$ cat src/rtl/wide_add_sequencer_if.sv
// Operand/result handshake bundle for wide_add_sequencer.
// out_ovf exists only when ADD_SEQ_OVERFLOW_EN is defined.
interface wide_add_sequencer_if #(
    parameter int WORDS = 4
) ();
    logic                  in_valid;
    logic                  in_ready;
    logic [16*WORDS-1:0]   in_a;
    logic [16*WORDS-1:0]   in_b;
    logic                  in_sub;
    logic                  in_cin;
    logic                  out_valid;
    logic                  out_ready;
    logic [16*WORDS-1:0]   out_sum;
    logic                  out_cout;
`ifdef ADD_SEQ_OVERFLOW_EN
    logic                  out_ovf;
`endif
    logic                  busy;

    modport master (
        output in_valid, in_a, in_b, in_sub, in_cin, out_ready,
        input  in_ready, out_valid, out_sum, out_cout,
`ifdef ADD_SEQ_OVERFLOW_EN
        input  out_ovf,
`endif
        input  busy
    );

    modport slave (
        input  in_valid, in_a, in_b, in_sub, in_cin, out_ready,
        output in_ready, out_valid, out_sum, out_cout,
`ifdef ADD_SEQ_OVERFLOW_EN
        output out_ovf,
`endif
        output busy
    );
endinterface

$ cat src/rtl/wide_add_sequencer.sv
// Multi-precision add/subtract built from one 16-bit slice stepped LSW first.
// Define ADD_SEQ_OVERFLOW_EN to add the registered signed-overflow output out_ovf.
module wide_add_sequencer #(
    parameter int WORDS = 4
) (
    input  logic                 clk,
    input  logic                 rst,
    wide_add_sequencer_if.slave  bus
);
    localparam int IDXW = $clog2(WORDS);
    localparam logic [IDXW-1:0] LAST = IDXW'(WORDS - 1);

    typedef enum logic [1:0] {
        IDLE,
        RUN,
        DONE
    } state_t;

    state_t                state;
    logic [IDXW-1:0]       idx;
    logic [WORDS-1:0][15:0] aQ;
    logic [WORDS-1:0][15:0] bQ;
    logic [WORDS-1:0][15:0] sumQ;
    logic                  carryQ;
    logic                  coutQ;
    logic                  readyQ;
    logic                  validQ;
    logic                  busyQ;
    logic [16:0]           slice;

    // bQ already holds ~B for subtract, so the slice is always a plain add.
    always_comb begin
        slice = {1'b0, aQ[idx]} + {1'b0, bQ[idx]} + {16'b0, carryQ};
    end

`ifdef ADD_SEQ_OVERFLOW_EN
    logic ovfQ;
    logic msbCarry;

    always_comb begin
        msbCarry = aQ[idx][15] ^ bQ[idx][15] ^ slice[15];
    end
`endif

    always_ff @(posedge clk) begin
        if (rst) begin
            state  <= IDLE;
            idx    <= '0;
            aQ     <= '0;
            bQ     <= '0;
            sumQ   <= '0;
            carryQ <= 1'b0;
            coutQ  <= 1'b0;
            readyQ <= 1'b1;
            validQ <= 1'b0;
            busyQ  <= 1'b0;
`ifdef ADD_SEQ_OVERFLOW_EN
            ovfQ   <= 1'b0;
`endif
        end else begin
            case (state)
                IDLE: begin
                    if (bus.in_valid) begin
                        aQ     <= bus.in_a;
                        bQ     <= bus.in_sub ? ~bus.in_b : bus.in_b;
                        carryQ <= bus.in_sub | bus.in_cin;
                        idx    <= '0;
                        readyQ <= 1'b0;
                        busyQ  <= 1'b1;
                        state  <= RUN;
                    end
                end
                RUN: begin
                    sumQ[idx] <= slice[15:0];
                    carryQ    <= slice[16];
                    if (idx == LAST) begin
                        coutQ  <= slice[16];
`ifdef ADD_SEQ_OVERFLOW_EN
                        ovfQ   <= msbCarry ^ slice[16];
`endif
                        validQ <= 1'b1;
                        state  <= DONE;
                    end else begin
                        idx <= idx + 1'b1;
                    end
                end
                DONE: begin
                    if (bus.out_ready) begin
                        validQ <= 1'b0;
                        busyQ  <= 1'b0;
                        readyQ <= 1'b1;
                        idx    <= '0;
                        state  <= IDLE;
                    end
                end
                default: state <= IDLE;
            endcase
        end
    end

    // in_ready is forced low while reset is asserted, then rises the cycle after.
    assign bus.in_ready  = readyQ & ~rst;
    assign bus.out_valid = validQ;
    assign bus.out_sum   = sumQ;
    assign bus.out_cout  = coutQ;
    assign bus.busy      = busyQ;
`ifdef ADD_SEQ_OVERFLOW_EN
    assign bus.out_ovf   = ovfQ;
`endif
endmodule

$ cat src/flat_wrapper.sv
// flat-port wrapper written by rule: the top's interface ports become plain ports
module wide_add_sequencer_flat 
#(
    parameter int WORDS = 4
)
  (clk, rst, bus_in_valid, bus_in_a, bus_in_b, bus_in_sub, bus_in_cin, bus_out_ready, bus_in_ready, bus_out_valid, bus_out_sum, bus_out_cout, bus_busy);
  wide_add_sequencer_if #(.WORDS(WORDS)) bus_i ();
  input  logic clk;
  input  logic rst;
  input wire logic [$bits(bus_i.in_valid)-1:0] bus_in_valid;
  input wire logic [$bits(bus_i.in_a)-1:0] bus_in_a;
  input wire logic [$bits(bus_i.in_b)-1:0] bus_in_b;
  input wire logic [$bits(bus_i.in_sub)-1:0] bus_in_sub;
  input wire logic [$bits(bus_i.in_cin)-1:0] bus_in_cin;
  input wire logic [$bits(bus_i.out_ready)-1:0] bus_out_ready;
  output wire logic [$bits(bus_i.in_ready)-1:0] bus_in_ready;
  output wire logic [$bits(bus_i.out_valid)-1:0] bus_out_valid;
  output wire logic [$bits(bus_i.out_sum)-1:0] bus_out_sum;
  output wire logic [$bits(bus_i.out_cout)-1:0] bus_out_cout;
  output wire logic [$bits(bus_i.busy)-1:0] bus_busy;
  assign bus_i.in_valid = bus_in_valid;
  assign bus_i.in_a = bus_in_a;
  assign bus_i.in_b = bus_in_b;
  assign bus_i.in_sub = bus_in_sub;
  assign bus_i.in_cin = bus_in_cin;
  assign bus_i.out_ready = bus_out_ready;
  assign bus_in_ready = bus_i.in_ready;
  assign bus_out_valid = bus_i.out_valid;
  assign bus_out_sum = bus_i.out_sum;
  assign bus_out_cout = bus_i.out_cout;
  assign bus_busy = bus_i.busy;
  wide_add_sequencer #(.WORDS(WORDS)) u_core (.clk(clk), .rst(rst), .bus(bus_i));
endmodule
$ cat config.mk
export PLATFORM = sky130hd
export DESIGN_NAME = wide_add_sequencer_flat
export DESIGN_NICKNAME = d
export VERILOG_FILES = /design/src/rtl/wide_add_sequencer_if.sv /design/src/rtl/wide_add_sequencer.sv /design/src/flat_wrapper.sv
export SDC_FILE = /design/constraint.sdc
export NUM_CORES = 1
export LEC_CHECK = 0
export BUFFER_PORTS_ARGS = -buffer_cell sky130_fd_sc_hd__buf_2
export CORE_ASPECT_RATIO = 1.75
export CORE_UTILIZATION = 40
export CTS_CLUSTER_SIZE = 28
export DETAILED_ROUTE_END_ITERATION = 12
export HOLD_SLACK_MARGIN = 0.03
export PLACE_DENSITY = 0.67
export SYNTH_ARGS = -nofsm -noshare
export SYNTH_HDL_FRONTEND = slang
export SYNTH_SLANG_ARGS = --single-unit
$ cat constraint.sdc
create_clock -name clk -period 6.1 [get_ports clk]
set_clock_uncertainty 0.1 [all_clocks]
set_input_delay 0 -clock clk [delete_from_list [all_inputs] [get_ports clk]]
set_output_delay 0 -clock clk [all_outputs]
set_load 0.1 [all_outputs]
Yosys cells after proc, flatten, opt, wreduce, memory -nomap -nowiden:

Cells that the tools add are included.

* flip-flop bits (word level): 201
* input bits: 134
* output and inout bits: 68
* logic and storage cells: 73

* add/sub/neg operators: 3
* magnitude comparators: 2
* eq/ne operators: 7
* multiplexer cells: 25
* bitwise gates (word level): 4
* reductions and logical operators: 13

Operator list (number)
* $bmux W16 S2: 2
* $bwmux W64: 1
* $mux W64: 1
* $not A64 Y64: 1
* $mux W16: 3
* $demux W16 S2: 1
* $add A16 B16 Y17: 1
* $add A17 B1 Y17: 1
* $pmux W2 S3: 2
* $mux W2: 5
* $reduce_and A3 Y1: 3
* $pmux W1 S2: 4
* $mux W1: 6
* $ne A2 B2 Y1 const B: 3
* $reduce_and A2 Y1: 3
* $reduce_bool A2 Y1: 3
* $eq A2 B2 Y1 const B: 2
* $reduce_and A4 Y1: 1
* $lt A2 B3 Y1 const B: 1
* $reduce_bool A3 Y1: 1
* $add A2 B1 Y2 const B: 1
* $eq A2 B1 Y1 const B: 1
* $ge A2 B1 Y1 const B: 1
* $logic_not A2 Y1: 1
* other kinds (5): 5

Depth between registers and ports, before layout:

* depth after elaboration: 5
* gate-level depth with buffers: 12
* mapped depth without buffers: 10

Worst setup path after synthesis:

OpenSTA, ideal clock, no wires.

* path type: flip-flop to flip-flop
* start: reg u_core.idx[1]
* end: reg u_core.sumQ (netlist bit u_core.bus.out_sum[30])
* library setup time: 125 ps
* data arrival time: 2969 ps
* required time: 5875 ps
* slack: 2905 ps
* cell stages (with the launch flop): 13
* buffers on the path: 2
* clock period less this slack: 3195 ps
* cells stage by stage: dfxtp_1 clkbuf_1 clkbuf_1 mux4_2 inv_1 fa_1 fa_1 nand2b_1 a21oi_1 o21ai_1 a41oi_1 o311a_1 o21ai_0

* longest elaborated chain between the ends: 5
* elaborated cells between the ends (all ways): 12
* classes of those cells: add/sub: 2; order compare: 2; mux: 7; reduce/logical: 1

RTL lines
* start, declared: RTL line wide_add_sequencer.sv:20 `logic [IDXW-1:0] idx;`
* start signal, assigned: RTL line wide_add_sequencer.sv:84 `idx <= idx + 1'b1;`
* $bmux W16 S2, or another cell as far along: RTL line wide_add_sequencer.sv:33 `slice = {1'b0, aQ[idx]} + {1'b0, bQ[idx]} + {16'b0, carryQ};`
* $mux W16 (not written as such) / $logic_and A1 B1 Y1 (equally long branches): RTL line wide_add_sequencer.sv:33, wide_add_sequencer.sv:74
* $add A16 B16 Y17 / $mux W16 (equally long branches): RTL line wide_add_sequencer.sv:33, wide_add_sequencer.sv:74
* $add A17 B1 Y17 / $demux W16 S2 (equally long branches)
* $bwmux W64 (*): RTL line wide_add_sequencer.sv:74 `sumQ[idx] <= slice[15:0];`
* end signal, assigned by index: RTL line wide_add_sequencer.sv:74
* end, declared: RTL line wide_add_sequencer.sv:23 `logic [WORDS-1:0][15:0] sumQ;`

Mark *: on every way between the ends. The rest lies on a longest branch, timed or not. The select of a mux whose other input is x is not followed.
A chain may end at the register's enable or synchronous reset.

Final worst setup path:

* start: reg u_core.idx[1]
* end: reg u_core.sumQ (netlist bit u_core.bus.out_sum[60])

The elaborated chain is that of the path after synthesis.

==> flow_summary_export.csv <==
group,metric,value,unit
detailed_routing,viasPerCell,5.280,
clock_network,clk-insertion-delay-late,0.49,ns
clock_network,cts_root_buf,"clkbuf_16",
place,dp.final_hpwl,18740,µm
worst_setup_path,cp-start-kind,"register",
power_and_ir_drop,power.density,273.0,nW/µm²
power_and_ir_drop,worst_ir_drop_vdd,199.0,µV
yosys,ys_types,47,
yosys,synth_adder_area_share,2.994,%
timing,relSlewSlack,29.56,%
layout,fin_nets,1486,
floorplanning,die_h,203.5,µm
worst_setup_path,cp_data_required_time,6.35,ns
place,place_ws,2.284,ns
hold_path,min_to,"u_core.aQ[43]",
detailed_routing,drc,0,
timing,period_needed,3.813,ns
place,gp_congestion,0.8444,
hold_path,hold_depth,4,
yosys,synthArstFlopShare,0,%
worst_setup_path,r2r-start,"u_core.idx[1]",
run_status,outcome,"finished clean",
detailed_routing,wl_per_cell,17.83,µm
yosys,syn-num-nets,1204,
worst_setup_path,setup.worst_path.class,"reg -> reg",
clock_network,ctsResizeCount,0,
layout,layout-drive-gt1-share,20.73,%
grt,antenna_found_initial,0,
yosys,synthCells,1049,
timing,fmax,262.3,MHz
floorplanning,coreArea,22740,µm²
yosys,seq_area_frac_synth,43.37,%
yosys,synth-simple-area-share,17.45,%
clock_network,cts.sinks,201,
yosys,synth_edf_count,0,
grt,grt.busiest_layer,"met2",
clock_network,cts_made_buffers,20,
yosys,syn_area,9279,µm²
power_and_ir_drop,post-layout-total-power,3.384,mW
detailed_routing,drtAntennaViolNets,0,
timing,worst_pin_slew,1.054,ns
timing,slew_violations,0,
timing,rsz0062_at_grt,"false",
timing,finalSetupViolCount,0,
clock_network,clockBufferDepth,3,
timing,finalWorstSetupSlack,2.287,ns
grt,met2_usage,45.54,%
detailed_routing,drtIter0Drc,617,
detailed_routing,wirelength,29260,µm
grt,grt_pass1_vias,8513,
grt,grt_usage,24.63,%
job,maxCapViolCount,0,
clock_network,cts_tree,"built",
grt,grt_overflow,0,
detailed_routing,vias,8665,
yosys,ys.warnings.count,0,
yosys,synth_area_per_cell,8.845,µm²
floorplanning,ios,202,
yosys,synth_compound_area_share,17.21,%
timing,hold_ws,0.1958,ns
timing,fin_crit_sh,62.51,%
worst_setup_path,reg2reg_to,"u_core.bus.out_sum[60]",
power_and_ir_drop,p_leak,4.997,nW
yosys,synthMuxAreaShare,7.875,%
worst_setup_path,rr_worst_depth,9,
clock_network,h-tree-depth,1,
floorplanning,die_w,117.1,µm
yosys,ys_ff_latch,201,
layout,num-fill-cells,2007,
yosys,ys.flop_type,"dfxtp_1",
detailed_routing,first_pass_iters,5,
timing,hold_viol,0,
hold_path,hold_class,"in -> reg",
grt,grt_max_degree,147,
yosys,synth_xor_area_share,6.891,%
clock_network,path_clk_slew,0.06,ns
hold_path,hold_start,"bus_in_a[43]",
timing,setup_tns,0,ns
grt,grt_pass1_wl,44800,µm
layout,area_delta_synth_final,33.58,%
worst_setup_path,critPathArrivalTime,4.06,ns
worst_setup_path,rrSetupSlack,2.29,ns
layout,diodes,0,
floorplanning,start_util,40.80,%
grt,grt_use_met3,3.091,%
worst_setup_path,endpoint_kind,"register",
yosys,synth_top_family_by_area,"simple AND/OR/NAND/NOR gates",
floorplanning,num_rows,73,
grt,grt_use_met1,26.48,%
worst_setup_path,crit_path_max_fanout,36,
place,place.port_buffers,201,
floorplanning,dieArea,23830,µm²
## power breakdown
part	internal (mW)	total (mW)	switching, mW
Clock	0.738	1.23	0.493
Combinational	0.278	0.704	0.426
Sequential	1.39	1.45	0.0548
Total	2.41	3.38	0.974
## placed cells by master, fill, tap and decap left out, types with 6 or more instances in the layout
cell type      instances
ha_1                  19
nor4_1                 9
a211o_1                9
inv_1                 10
mux4_2                32
o21ai_1                7
xnor2_1               73
dfxtp_1              199
o21ai_0               26
nand2_1              208
clkbuf_16             21
buf_2                199
clkbuf_8               6
nor3b_1                9
a21oi_1              120
nor2_1                95
a211oi_1              72
dlygate4sd3_1        137
nand3b_1              21
nand2b_1              11
## kinds of logic after synthesis
logic type	after synthesis
AND/OR/NAND/NOR	372
AO/OA/AOI/OAI	257
flip-flops	201
buffers and inverters	92
XOR/XNOR	73
multiplexers	33
adder cells (fa/ha/maj)	21
## cell usage after synthesis, drive strengths merged, types with 2 or more instances
cell    instances  share of area, %
nor2           97               4.0
o21a            3              0.32
nor2b           4              0.27
nor4            9              0.61
nand2         208               8.4
nand3           2              0.11
and4            2              0.19
inv            10              0.40
nand2b         12              0.81
a21oi         122               6.7
mux4           32               7.8
o21ai          34               1.9
nor3b           9              0.73
a21o            3              0.24
o211ai          3              0.30
a211o           9              0.85
and2            4              0.27
nand3b         21               1.7
o31a            2              0.28
fa              2              0.43
ha             19               2.6
dfxtp         201                43
clkbuf         47               1.9
buf            35               1.9
xnor2          73               6.9
a211oi         72               5.8
o21bai          2              0.16
## how the worst max path moves through the flow
stage,from,endpoint,slack [ns],depth (start not counted)
after global routing,u_core.idx[0],u_core.bus.out_sum[26],1.99,9
after floorplan,u_core.idx[1],u_core.bus.out_sum[30],2.91,12
after CTS,u_core.idx[1],u_core.bus.out_sum[60],2.26,9
after global placement,u_core.idx[1],u_core.bus.out_sum[46],2.39,10
after detailed placement,u_core.idx[0],u_core.bus.out_sum[60],2.28,9
final,u_core.idx[1],u_core.bus.out_sum[60],2.29,9
## sequential cells by signal, summed over array words and instances (netlist names)
register              count
u_core.aQ                64
u_core.bQ                64
u_core.bus.busy           1
u_core.bus.out_cout       1
u_core.bus.out_sum       64
u_core.bus.out_valid      1
u_core.carryQ             1
u_core.idx                2
u_core.readyQ             1
u_core.state              2
## area by class of cell
type	count	area [µm²]	area share [%]
multi-input cells	756	4873	39.32
repair buffers	342	2429	19.59
inverters	10	37.54	0.3028
flip-flops and latches	201	4026	32.49
clock inverters	1	30.03	0.2423
clock buffers	31	623.1	5.027
well taps	300	375.4	3.028
## layer usage
| layer | vias to the layer above | routed length [µm] |
|---|---|---|
| met5 | - | 0 |
| li1 | 4193 | - |
| met4 | 0 | 1393 |
| met1 | 4050 | 10720 |
| met3 | 97 | 1248 |
| met2 | 325 | 15890 |
## per-stage QoR
stage	util (%)	cells	cell area, µm²
global route	54.50	1641	12390
floorplan	-	1049	9279
detailed placement	45.60	1472	10370
CTS	54.50	1641	12390
global placement	45.60	1472	10370
finish	54.50	1641	12390
## critical path, stage by stage, from the launching register on
cell,delay [ns]
dfxtp_2,0.95
mux4_2,0.40
inv_1,0.06
fa_1,0.45
fa_1,0.44
nand2b_1,0.19
a21oi_1,0.22
o21ai_1,0.23
o211ai_1,0.46
o21ai_0,0.17
## repair_timing
item / 4_1_cts / 5_1_grt
hold buffers: 137 / 0
setup endpoints to repair: 0 / 0
setup buffers: 0 / 0
endpoints found under the hold margin: 161 / 0
Note: power is estimated with default switching activity, not from simulation.
